`src/rtl/trap_ctrl.sv`:
```
`default_nettype none
// ============================================================================
// Module   : trap_ctrl
// Purpose  : Machine-mode trap sequencer beside the EX-stage CSR file.
//            Takes external/timer interrupts (drain, then CSR update and
//            redirect to mtvec), performs MRET returns and WFI sleep.
//            Optional WFI wake timeout is built when TRAP_WFI_TIMEOUT_EN
//            is defined.
// Revision : 1.0 - initial release
// ============================================================================
module trap_ctrl #(
  parameter int DRAIN_CYCLES = 2,
  parameter int WFI_TIMEOUT  = 1024
) (
  input  logic        clk,
  input  logic        rst,
  input  logic        stall,
  input  logic        inst_valid,
  input  logic [31:0] pc_in,
  input  logic        wfi,
  input  logic        mret,
  input  logic        ext_irq,
  input  logic        tmr_irq,
  input  logic        mstatus_mie,
  input  logic        mie_meie,
  input  logic        mie_mtie,
  input  logic [31:0] mtvec,
  input  logic [31:0] mepc,
  output logic        flush,
  output logic        hold_fetch,
  output logic        redirect_valid,
  output logic [31:0] redirect_pc,
  output logic        mepc_we,
  output logic [31:0] mepc_wdata,
  output logic        mcause_we,
  output logic [31:0] mcause_wdata,
  output logic        mstatus_enter,
  output logic        mstatus_exit,
  output logic        busy
);

  localparam logic [31:0] CAUSE_EXT  = 32'h8000_000B;
  localparam logic [31:0] CAUSE_TMR  = 32'h8000_0007;
  localparam logic [3:0]  DRAIN_LAST = 4'(DRAIN_CYCLES - 1);

  typedef enum logic [2:0] {
    S_IDLE     = 3'd0,
    S_WFI_WAIT = 3'd1,
    S_DRAIN    = 3'd2,
    S_ENTER    = 3'd3,
    S_RETURN   = 3'd4
  } state_t;

  state_t      state_q, state_d;
  logic [31:0] epc_q, epc_d;
  logic [31:0] cause_q, cause_d;
  logic [3:0]  drain_cnt_q, drain_cnt_d;

  logic        flush_q, flush_d;
  logic        hold_fetch_q, hold_fetch_d;
  logic        redirect_valid_q, redirect_valid_d;
  logic [31:0] redirect_pc_q, redirect_pc_d;
  logic        mepc_we_q, mepc_we_d;
  logic [31:0] mepc_wdata_q, mepc_wdata_d;
  logic        mcause_we_q, mcause_we_d;
  logic [31:0] mcause_wdata_q, mcause_wdata_d;
  logic        mstatus_enter_q, mstatus_enter_d;
  logic        mstatus_exit_q, mstatus_exit_d;
  logic        busy_q, busy_d;

`ifdef TRAP_WFI_TIMEOUT_EN
  localparam logic [15:0] WFI_LAST = 16'(WFI_TIMEOUT - 1);
  logic [15:0] wfi_cnt_q, wfi_cnt_d;
`else
  logic [31:0] unused_wfi_timeout;
  assign unused_wfi_timeout = 32'(WFI_TIMEOUT);
`endif

  // Vector base is word aligned; the mode bits are ignored.
  logic [1:0] unused_mtvec_lo;
  assign unused_mtvec_lo = mtvec[1:0];

  logic        pend;
  logic        take;
  logic [31:0] irq_cause;

  assign pend      = (ext_irq & mie_meie) | (tmr_irq & mie_mtie);
  assign take      = pend & mstatus_mie;
  assign irq_cause = (ext_irq & mie_meie) ? CAUSE_EXT : CAUSE_TMR;

  // Next-state, latch updates and next registered outputs.
  always_comb begin
    state_d          = state_q;
    epc_d            = epc_q;
    cause_d          = cause_q;
    drain_cnt_d      = drain_cnt_q;
`ifdef TRAP_WFI_TIMEOUT_EN
    wfi_cnt_d        = wfi_cnt_q;
`endif
    flush_d          = (state_q == S_DRAIN) || (state_q == S_ENTER) ||
                       (state_q == S_RETURN);
    hold_fetch_d     = (state_q == S_WFI_WAIT);
    busy_d           = (state_q != S_IDLE);
    redirect_valid_d = 1'b0;
    redirect_pc_d    = '0;
    mepc_we_d        = 1'b0;
    mepc_wdata_d     = '0;
    mcause_we_d      = 1'b0;
    mcause_wdata_d   = '0;
    mstatus_enter_d  = 1'b0;
    mstatus_exit_d   = 1'b0;

    // Strobes are only produced on the non-stalled cycle that leaves a
    // state, so a stall can never duplicate a CSR update.
    if (!stall) begin
      case (state_q)
        S_IDLE: begin
          if (mret && inst_valid) begin
            state_d = S_RETURN;
          end else if (take) begin
            state_d     = S_DRAIN;
            epc_d       = pc_in;
            cause_d     = irq_cause;
            drain_cnt_d = '0;
          end else if (wfi && inst_valid) begin
            state_d = S_WFI_WAIT;
            epc_d   = pc_in + 32'd4;
`ifdef TRAP_WFI_TIMEOUT_EN
            wfi_cnt_d = '0;
`endif
          end
        end
        S_WFI_WAIT: begin
          if (pend && mstatus_mie) begin
            state_d     = S_DRAIN;
            cause_d     = irq_cause;
            drain_cnt_d = '0;
          end else if (pend) begin
            // Interrupts disabled: wake and resume after the WFI.
            state_d          = S_IDLE;
            redirect_valid_d = 1'b1;
            redirect_pc_d    = epc_q;
`ifdef TRAP_WFI_TIMEOUT_EN
          end else if (wfi_cnt_q == WFI_LAST) begin
            state_d          = S_IDLE;
            redirect_valid_d = 1'b1;
            redirect_pc_d    = epc_q;
          end else begin
            wfi_cnt_d = wfi_cnt_q + 16'd1;
`endif
          end
        end
        S_DRAIN: begin
          if (drain_cnt_q == DRAIN_LAST) begin
            state_d = S_ENTER;
          end else begin
            drain_cnt_d = drain_cnt_q + 4'd1;
          end
        end
        S_ENTER: begin
          state_d          = S_IDLE;
          mepc_we_d        = 1'b1;
          mepc_wdata_d     = epc_q;
          mcause_we_d      = 1'b1;
          mcause_wdata_d   = cause_q;
          mstatus_enter_d  = 1'b1;
          redirect_valid_d = 1'b1;
          redirect_pc_d    = {mtvec[31:2], 2'b00};
        end
        S_RETURN: begin
          state_d          = S_IDLE;
          mstatus_exit_d   = 1'b1;
          redirect_valid_d = 1'b1;
          redirect_pc_d    = mepc;
        end
        default: state_d = S_IDLE;
      endcase
    end
  end

  // State, latches and registered outputs.
  always_ff @(posedge clk) begin
    if (rst) begin
      state_q          <= S_IDLE;
      epc_q            <= '0;
      cause_q          <= '0;
      drain_cnt_q      <= '0;
`ifdef TRAP_WFI_TIMEOUT_EN
      wfi_cnt_q        <= '0;
`endif
      flush_q          <= 1'b0;
      hold_fetch_q     <= 1'b0;
      redirect_valid_q <= 1'b0;
      redirect_pc_q    <= '0;
      mepc_we_q        <= 1'b0;
      mepc_wdata_q     <= '0;
      mcause_we_q      <= 1'b0;
      mcause_wdata_q   <= '0;
      mstatus_enter_q  <= 1'b0;
      mstatus_exit_q   <= 1'b0;
      busy_q           <= 1'b0;
    end else begin
      state_q          <= state_d;
      epc_q            <= epc_d;
      cause_q          <= cause_d;
      drain_cnt_q      <= drain_cnt_d;
`ifdef TRAP_WFI_TIMEOUT_EN
      wfi_cnt_q        <= wfi_cnt_d;
`endif
      flush_q          <= flush_d;
      hold_fetch_q     <= hold_fetch_d;
      redirect_valid_q <= redirect_valid_d;
      redirect_pc_q    <= redirect_pc_d;
      mepc_we_q        <= mepc_we_d;
      mepc_wdata_q     <= mepc_wdata_d;
      mcause_we_q      <= mcause_we_d;
      mcause_wdata_q   <= mcause_wdata_d;
      mstatus_enter_q  <= mstatus_enter_d;
      mstatus_exit_q   <= mstatus_exit_d;
      busy_q           <= busy_d;
    end
  end

  assign flush          = flush_q;
  assign hold_fetch     = hold_fetch_q;
  assign redirect_valid = redirect_valid_q;
  assign redirect_pc    = redirect_pc_q;
  assign mepc_we        = mepc_we_q;
  assign mepc_wdata     = mepc_wdata_q;
  assign mcause_we      = mcause_we_q;
  assign mcause_wdata   = mcause_wdata_q;
  assign mstatus_enter  = mstatus_enter_q;
  assign mstatus_exit   = mstatus_exit_q;
  assign busy           = busy_q;

endmodule
`default_nettype wire

```
`config.mk`:
```
export PLATFORM = sky130hd
export DESIGN_NAME = trap_ctrl
export DESIGN_NICKNAME = d
export VERILOG_FILES = /design/src/rtl/trap_ctrl.sv
export SDC_FILE = /design/constraint.sdc
export NUM_CORES = 1
export LEC_CHECK = 0
export CELL_PAD_IN_SITES_DETAIL_PLACEMENT = 1
export CELL_PAD_IN_SITES_GLOBAL_PLACEMENT = 1
export CORE_ASPECT_RATIO = 0.75
export CORE_MARGIN = 4
export CORE_UTILIZATION = 33
export CTS_CLUSTER_DIAMETER = 30
export DETAILED_ROUTE_END_ITERATION = 10
export GPL_TIMING_DRIVEN = 0
export HOLD_SLACK_MARGIN = 0.05
export PLACE_DENSITY = 0.86
export RECOVER_POWER = 100
export SYNTH_ARGS = -nofsm -noshare
export SYNTH_HDL_FRONTEND = slang
export SYNTH_SLANG_ARGS = --single-unit
```
`constraint.sdc`:
```
create_clock -name clk -period 5.3 [get_ports clk]
set_clock_uncertainty 0.1 [all_clocks]
set_input_delay 1.325 -clock clk [delete_from_list [all_inputs] [get_ports clk]]
set_output_delay 1.325 -clock clk [all_outputs]
set_load 0.01 [all_outputs]
```
==> results of run 1 <==
[metrics by stage]
step	setup WS, ns	hold slack, ns	total power (µW)
after floorplan	2.34	0.329	1070
after global placement	1.36	0.343	1200
after detailed placement	1.21	0.353	1210
after CTS	1.58	0.363	2390
after global routing	0.911	0.402	2470
final	1.13	0.360	2370
[cells in the mapped netlist (2+ instances only)]
| cell | n | area [µm²] |
|---|---|---|
| a211oi_1 | 26 | 195 |
| clkbuf_1 | 28 | 105 |
| and2_1 | 39 | 244 |
| dfxtp_1 | 115 | 2300 |
| nor2b_1 | 2 | 12.5 |
| o21a_1 | 2 | 15.0 |
| nand2_1 | 16 | 60.1 |
| nand2b_1 | 3 | 18.8 |
| a222oi_1 | 30 | 300 |
| nand3_1 | 9 | 45.0 |
| ha_1 | 3 | 37.5 |
| or3_1 | 2 | 12.5 |
| nor3_1 | 7 | 35.0 |
| nor4_1 | 3 | 18.8 |
| o21ai_1 | 2 | 10.0 |
| nand4_1 | 11 | 68.8 |
| xnor2_1 | 15 | 131 |
| and4_1 | 4 | 35.0 |
| o211ai_1 | 2 | 15.0 |
| nor2_1 | 81 | 304 |
| a22oi_1 | 4 | 30.0 |
| and3_1 | 5 | 31.3 |
| buf_2 | 5 | 25.0 |
| o21ai_0 | 2 | 10.0 |
| a21oi_1 | 6 | 30.0 |
| inv_1 | 7 | 26.3 |
| buf_4 | 31 | 233 |
| mux2i_1 | 5 | 50.1 |
| xor2_1 | 16 | 140 |
| a211oi_2 | 3 | 37.5 |
| a311oi_1 | 2 | 17.5 |
[worst max path at each step]
stage	end	slack, ns	cells past startpoint
floorplan	epc_q[30]$_SDFFE_PP0P_	2.34	6
global placement	epc_q[2]$_SDFFE_PP0P_	1.36	8
detailed placement	epc_q[29]$_SDFFE_PP0P_	1.21	7
CTS	epc_q[29]$_SDFFE_PP0P_	1.58	7
global route	epc_q[3]$_SDFFE_PP0P_	0.91	8
finish	epc_q[20]$_SDFFE_PP0P_	1.13	8
[worst register-to-register path: cells and delay by family (launching register included)]
kind	cells	cell delay, ns
flip-flops	1	0.31
AND/OR/NAND/NOR	4	1.39
buffers and inverters	2	0.86
AO/OA/AOI/OAI	1	0.18
[where the power goes]
group	internal [µW]	switching, µW
combinational	139	139
clock	743	434
sequential	893	22.7
total	1770	596
[registers in the layout, indices dropped and copies added (netlist names)]
signal          count
epc_q              32
mcause_wdata        3
mstatus_exit        1
mepc_wdata         32
flush               1
mstatus_enter       1
redirect_valid      1
busy                1
redirect_pc        32
cause_q             3
state_q             3
hold_fetch          1
drain_cnt_q         4
[area by class of cell]
class / instances / area [µm²]
repair buffers: 179 / 1790
flip-flops and latches: 115 / 2300
inverters: 7 / 26.3
clock buffers: 17 / 425
well taps: 195 / 244
plain buffers: 64 / 358
multi-input cells: 341 / 2160
clock inverters: 14 / 179
fillers: 1575 / 6440
[logic make-up after synthesis]
logic type | after synthesis | share of synthesized area
AND/OR/NAND/NOR | 188 | 0.202
flip-flops | 115 | 0.483
AO/OA/AOI/OAI | 87 | 0.157
buffers and inverters | 71 | 0.0816
XOR/XNOR | 31 | 0.0570
multiplexers | 5 | 0.0105
adder cells (fa/ha/maj) | 3 | 0.00787
other | 1 | 0.000787
[routing by layer]
metal | vias up | wire length [µm] | track usage | part of all wire
li1 | 2191 | - | - | -
met1 | 2248 | 7160 | 0.245 | 0.39
met2 | 192 | 9070 | 0.389 | 0.50
met3 | 17 | 1710 | 0.0888 | 0.094
met4 | 0 | 247 | 0.0683 | 0.014
met5 | - | 0 | 0 | 0
==> results_dict.tcl, run 1 <==
set metrics [dict create \
    finalSetupViolCount 0 \
    final_hold_viol_count 0 \
    fin_tns_setup_ns 0 \
    grt_usage 0.221 \
    wirelength_um 18200 \
    rsz0062_at_grt "no" \
    first_iter_violations 299 \
    crit_type "input port to flip-flop" \
    cp_slowest_stage_delay_ns 0.74 \
    cp.arrival_ns 4.38 \
    antenna_found_initial 0 \
    placedCellCount 901 \
    syn_to_final_growth_pct 57.1 \
    place_hpwl_um 13800 \
    final_common_cell "dfxtp_1" \
    grt_pass1_vias 5164 \
    die_w_um 147 \
    fin_area_mm2 0.00749 \
    tightest_slew_ns 1.19 \
    drt-pass1-iter-count 8 \
    startpoint "mie_meie" \
    drc 0 \
    cts.sinks 115 \
    dieArea_mm2 0.0165 \
    cts_tree "built" \
    synth_edf_count 0 \
    layout_common_cells "dfxtp_1 (115), clkdlybuf4s50_1 (100), nor2_1 (81)" \
    p_leak_uw 0.00296 \
    yosysUniqueCellTypes 46 \
    crit_slowest_cell "nor4b_2" \
    via_per_inst 4.99 \
    synthesis.area_mm2 0.00477 \
    critPathMaxFanout 10 \
    post_cts_buffers 0 \
    worst-path-buf-inv 3 \
    final_util 0.537 \
    cts_made_buffers 17 \
    placed_area_mm2 0.00690 \
    endpoint_kind "flip-flop" \
    fmax_mhz 240 \
    clk_pin_slew_ns 0.06 \
    worst_setup_path_start_kind "input port" \
    irDropWorstVdd_v 0.000217 \
    required_ns 5.51 \
    r2r_start "state_q[0]$_SDFFE_PP0P_" \
    htreeDepth 4 \
    syn-mean-instance-area_um2 9.52 \
    rows 37 \
    clk_path_buf_depth 2 \
    grt_pass1_wl_um 28300 \
    diodes 0 \
    crit_top_cell "clkbuf_1" \
    p_per_area_mw_per_mm2 317 \
    reg2reg_to "redirect_pc[28]$_SDFF_PP0_" \
    slew_headroom 0.200 \
    hold_class "flip-flop to flip-flop" \
    min-delay-start "cause_q[3]$_SDFFE_PP0P_" \
    yosysSeqAreaShare 0.483 \
    die_y_um 112 \
    io_pins 211 \
    min_to "cause_q[3]$_SDFFE_PP0P_" \
    detailroute.via_count 4648 \
    synth-async-reset-ratio 0 \
    cts_resized 0 \
    grt_start_max_net_pins 17 \
    core_mm2 0.0139 \
    hold_buffers 0 \
    yosysWarnings 0 \
    reg2regPathDepth 7 \
    cts-root-buf "clkbuf_16" \
    min_path_cells 2 \
    crit_family "buffers and inverters" \
    slew_viol_final 0 \
    run_status "finished, final reports clean" \
    synth_seq_cells 115 \
    ant_nets 0 \
    synth_flop_cell "dfxtp_1" \
    synth_cells 501 \
    nets 835 \
    insertion_delay_ns 0.41 \
    layout_min_cycle_time_ns 4.17 \
    min_period_over_period 0.788 \
    start_util 0.342 \
    fin_cells 932 \
    io_buffers 179 \
    r2r_setup_slack_ns 2.41 \
    wire_per_inst_um 19.5 \
    gp_congestion 0.858 \
    gr-total-overflow 0 \
    drive_gt1_frac 0.0950 \
    crit_chain "dlygate4sd3_1 > a22o_1 > clkbuf_1 > a22oi_1 > nor4b_2 > clkbuf_1 > nor2_1 > a211oi_1" \
    cap_violations 0 \
]
(Power assumes the default switching activity.)
==> inputs of run 2 (changes only) <==
CORE_UTILIZATION = 27   (was 33)
PLACE_DENSITY = 0.75   (was 0.86)
clock period = 3.5 ns   (was 5.3 ns; I/O delays follow)
==> run 2 against run 1 <==
Against the previous run: sequential cell count unchanged; worst setup slack worse by 0.87 ns; sequential share of layout area shrank 0.23 points; via count is 2.3% lower; global-route usage fell by 4.6 points; hold slack got worse by 0.0010 ns; critical path type unchanged; critical endpoint is now epc_q[30]$_SDFFE_PP0P_; highest routed layer is now met5.
==> results_dict.tcl, run 2 (synthesis gave the netlist of run 1 again) <==
set metrics [dict create \
    run_status "finished, final reports clean" \
    layout_common_cells "dfxtp_1 (115), clkdlybuf4s50_1 (101), nor2_1 (81)" \
    p_per_area_mw_per_mm2 477 \
    detailroute.via_count 4543 \
    first_iter_violations 235 \
    p_sw_frac 0.243 \
    rsz0062_at_grt "no" \
    final_hold_viol_count 0 \
    cts-root-buf "clkbuf_16" \
    nets 835 \
    hold_class "flip-flop to flip-flop" \
    slew_headroom 0.150 \
    rows 41 \
    finalSetupViolCount 0 \
    required_ns 3.72 \
    startpoint "ext_irq" \
    cp.arrival_ns 3.46 \
    place_hpwl_um 13400 \
    combPwrFrac 0.116 \
    r2r_start "state_q[2]$_SDFFE_PP0P_" \
    grt_pass1_wl_um 27000 \
    gr-total-overflow 0 \
    syn_to_final_growth_pct 58.3 \
    clk_path_buf_depth 2 \
    fin_area_mm2 0.00755 \
    crit_type "input port to flip-flop" \
    grt_usage 0.175 \
    min_period_over_period 0.927 \
    cp_slowest_stage_delay_ns 0.76 \
    start_util 0.279 \
    cts_tree "built" \
    p_leak_uw 0.00297 \
    cap_violations 0 \
    insertion_delay_ns 0.41 \
    post_cts_buffers 0 \
    dieArea_mm2 0.0199 \
    slew_viol_final 0 \
    p_switching_uw 876 \
    fin_tns_setup_ns 0 \
    critPathMaxFanout 10 \
    via_per_inst 4.66 \
    placed_area_mm2 0.00695 \
    die_y_um 123 \
    drive_gt1_frac 0.0989 \
    clk_pin_slew_ns 0.06 \
    io_pins 211 \
    diodes 0 \
    io_buffers 179 \
    wirelength_um 17400 \
    cts_resized 0 \
    worst_setup_path_start_kind "input port" \
    cts.sinks 115 \
    core_mm2 0.0171 \
    endpoint_kind "flip-flop" \
    crit_chain "clkdlybuf4s50_1 > a22o_1 > buf_2 > a211oi_2 > nand2_1 > or3_1 > a311oi_1" \
    hold_buffers 0 \
    ant_nets 0 \
    drt-pass1-iter-count 6 \
    htreeDepth 4 \
    wire_per_inst_um 17.9 \
    drc 0 \
    p_int_uw 2720 \
    fmax_mhz 308 \
    p_seq_frac 0.385 \
    tightest_slew_ns 1.27 \
    crit_slowest_cell "a211oi_2" \
    pwr-share-clk 0.499 \
    min-delay-start "cause_q[1]$_SDFFE_PP0P_" \
    grt_start_max_net_pins 17 \
    irDropWorstVdd_v 0.000274 \
    gp_congestion 0.816 \
    antenna_found_initial 1 \
    grt_pass1_vias 4879 \
    final_common_cell "dfxtp_1" \
    cts_made_buffers 17 \
    die_w_um 161 \
    layout_min_cycle_time_ns 3.24 \
]
[run 2: cell count changes in the layout (fill, tap and decap cells not counted), moves of 2 or more]
cell	change
and2_0	+6
and2_1	-6
a211oi_2	+2
clkbuf_2	+2
clkbuf_8	+2
clkinv_2	+2
clkinv_4	-2
inv_6	-2
[run 2: layout make-up]
class	count	area, µm²
multi-input cells	341	2160
repair buffers	179	1790
fillers	1944	9540
clock buffers	20	457
flip-flops and latches	115	2300
inverters	7	26.3
clock inverters	12	154
plain buffers	64	360
well taps	236	295
[run 2: metrics by stage]
stage	utilization	cells	total power, µW	setup WS, ns	hold WS [ns]
after floorplan	-	527	1610	0.987	0.329
after global placement	0.407	942	1820	-0.00169	0.345
after detailed placement	0.407	942	1830	-0.0414	0.348
after CTS	0.443	974	3640	0.382	0.362
after global routing	0.442	974	3750	0.0740	0.378
final	0.442	974	3600	0.256	0.359
[run 2: worst max-delay path: cells and delay by family]
kind                   cells  cell delay (ns)
AOI/OAI and AO/OA          3             1.24
buffers and inverters      2             0.62
and+or+nand+nor            2             0.71
[run 2: routing by layer]
layer | track usage | part of all wire
met1 | 0.218 | 0.45
met2 | 0.290 | 0.46
met3 | 0.0673 | 0.076
met4 | 0.0394 | 0.0063
met5 | 0 | 0.00075
[run 2: power by group through the flow]
stage,sequential (µW),clock [µW],combinational (µW)
after floorplan,1400,0,211
after global placement,1410,0,408
after detailed placement,1410,0,419
after CTS,1390,1830,423
after global routing,1390,1900,457
final,1390,1800,416
[run 2: worst paths after layout]
check | to | slack [ns] | cells after the start
setup / recovery | epc_q[30]$_SDFFE_PP0P_ | 0.26 | 7
hold / removal | cause_q[1]$_SDFFE_PP0P_ | 0.36 | 2
setup reg to reg | redirect_pc[0]$_SDFF_PP0_ | 0.42 | 5
hold reg to reg | cause_q[1]$_SDFFE_PP0P_ | 0.36 | 2
==> inputs of run 3 (changes only) <==
CTS_CLUSTER_DIAMETER = 150   (was 30)
PLACE_DENSITY = unset   (was 0.75)
PLACE_DENSITY_LB_ADDON = 0.1   (was unset)
==> run 3 against run 2 <==
Against the previous run: sequential cell count stayed put; maximum frequency increased by 2.0%; hold slack better by 0.0095 ns; critical path depth is the same; die area unchanged; count of clock-buffer cells in the layout increased by 2; sequential power hardly changed; global-route usage rose by 0.20 points; critical path type unchanged; critical endpoint is now epc_q[29]$_SDFFE_PP0P_.
==> results_dict.tcl, run 3 (synthesis gave the netlist of run 1 again) <==
set metrics [dict create \
    layout_min_cycle_time_ns 3.18 \
    slew_viol_final 0 \
    core_mm2 0.0171 \
    critPathMaxFanout 10 \
    r2r_start "state_q[2]$_SDFFE_PP0P_" \
    layout_common_cells "dfxtp_1 (115), clkdlybuf4s50_1 (101), nor2_1 (81)" \
    cts-root-buf "clkbuf_16" \
    ant_nets 0 \
    p_leak_uw 0.00296 \
    met2_usage 0.273 \
    top_usage_layer "met2" \
    clk_pin_slew_ns 0.05 \
    p_per_area_mw_per_mm2 466 \
    post_cts_buffers 0 \
    r2r_setup_slack_ns 0.43 \
    cts_resized 0 \
    fmax_mhz 314 \
    rsz0062_at_grt "no" \
    io_pins 211 \
    gp_congestion 0.761 \
    die_w_um 161 \
    grt_pass1_vias 4750 \
    cp.arrival_ns 3.34 \
    dieArea_mm2 0.0199 \
    grt_start_max_net_pins 17 \
    start_util 0.279 \
    rows 41 \
    hold_ws_ns 0.368 \
    die_y_um 123 \
    cts_made_buffers 17 \
    crit_type "input port to flip-flop" \
    reg2reg_to "redirect_pc[16]$_SDFF_PP0_" \
    place_hpwl_um 13200 \
    min_to "mcause_wdata[1]$_SDFF_PP0_" \
    min_period_over_period 0.909 \
    drive_gt1_frac 0.0962 \
    drt-pass1-iter-count 7 \
    grtUsageMet1 0.236 \
    diodes 0 \
    grt_pass1_wl_um 27000 \
    placed_area_mm2 0.00695 \
    worst_setup_path_start_kind "input port" \
    cts_tree "built" \
    tightest_slew_ns 1.34 \
    slew_headroom 0.0983 \
    htreeDepth 4 \
    nFillCells 1976 \
    run_status "finished, final reports clean" \
    grt.met3_usage 0.0586 \
    hold_buffers 0 \
    nets 835 \
    hold_class "flip-flop to flip-flop" \
    first_iter_violations 298 \
    final_common_cell "dfxtp_1" \
    wire_per_inst_um 17.8 \
    insertion_delay_ns 0.41 \
    wirelength_um 17400 \
    reg2regPathDepth 5 \
    irDropWorstVdd_v 0.000286 \
    antenna_found_initial 0 \
    min-delay-start "cause_q[1]$_SDFFE_PP0P_" \
    gr-total-overflow 0 \
    min_path_cells 1 \
    detailroute.via_count 4494 \
    cts.sinks 115 \
    fin_area_mm2 0.00751 \
    drc 0 \
    syn_to_final_growth_pct 57.5 \
    finalSetupViolCount 0 \
    grt_usage 0.177 \
    clk_path_buf_depth 2 \
    io_buffers 179 \
    endpoint_kind "flip-flop" \
    cap_violations 0 \
    via_per_inst 4.61 \
    final_hold_viol_count 0 \
    required_ns 3.66 \
]
## run 3: cell types whose count changed in the layout (fill, tap and decap cells not counted)
cell / change
clkbuf_2: +1
buf_2: +1
clkinv_4: -1
inv_6: -2
a211oi_2: -3
clkinv_2: +2
a211oi_1: +2
a211oi_4: +1
and2_0: -8
bufinv_16: -1
and2_1: +8
## run 3: worst max path at each step
stage | start | end | slack (ns) | depth (start not counted)
after floorplan | ext_irq | epc_q[30]$_SDFFE_PP0P_ | 0.99 | 6
after global placement | ext_irq | epc_q[29]$_SDFFE_PP0P_ | -0.03 | 7
after detailed placement | ext_irq | epc_q[26]$_SDFFE_PP0P_ | -0.10 | 7
after CTS | ext_irq | epc_q[29]$_SDFFE_PP0P_ | 0.30 | 7
after global routing | state_q[2]$_SDFFE_PP0P_ | redirect_pc[31]$_SDFF_PP0_ | 0.08 | 5
final | ext_irq | epc_q[29]$_SDFFE_PP0P_ | 0.32 | 7
## run 3: per-stage QoR
stage          std cells  power, µW   util  setup slack, ns  TNS [ns]
2_1_floorplan        527       1610      -            0.987         0
3_3_place_gp         942       1820  0.407          -0.0309    -0.142
3_5_place_dp         942       1830  0.407           -0.101     -1.11
4_1_cts              974       3550  0.440            0.297         0
5_1_grt              974       3650  0.440           0.0825         0
6_report             974       3500  0.440            0.320         0
## run 3: cell type report
type                       count  area [µm²]  area share
buffer                        64         363      0.0483
clock buffer                  22         464      0.0618
clock inverter                10         108      0.0143
inverter                       7        26.3     0.00350
multi-input combinational    341        2160       0.287
sequential                   115        2300       0.307
tap                          236         295      0.0393
timing repair buffer         179        1790       0.239
## run 3: worst max-delay path, cell delays in order
cell,delay (ns)
clkdlybuf4s50_1,0.51
a22o_1,0.15
buf_2,0.24
a22oi_1,0.14
nor4b_2,0.71
clkbuf_1,0.55
a211oi_1,0.15
## run 3: power breakdown
group | switching, µW | internal (µW)
registers | 30.7 | 1350
clock network | 622 | 1080
logic | 202 | 210
## run 3: metal layers
layer	part of all wire	vias up
met2	0.45	162
li1	-	2184
met4	0.0082	0
met1	0.47	2135
met5	0	-
met3	0.075	13
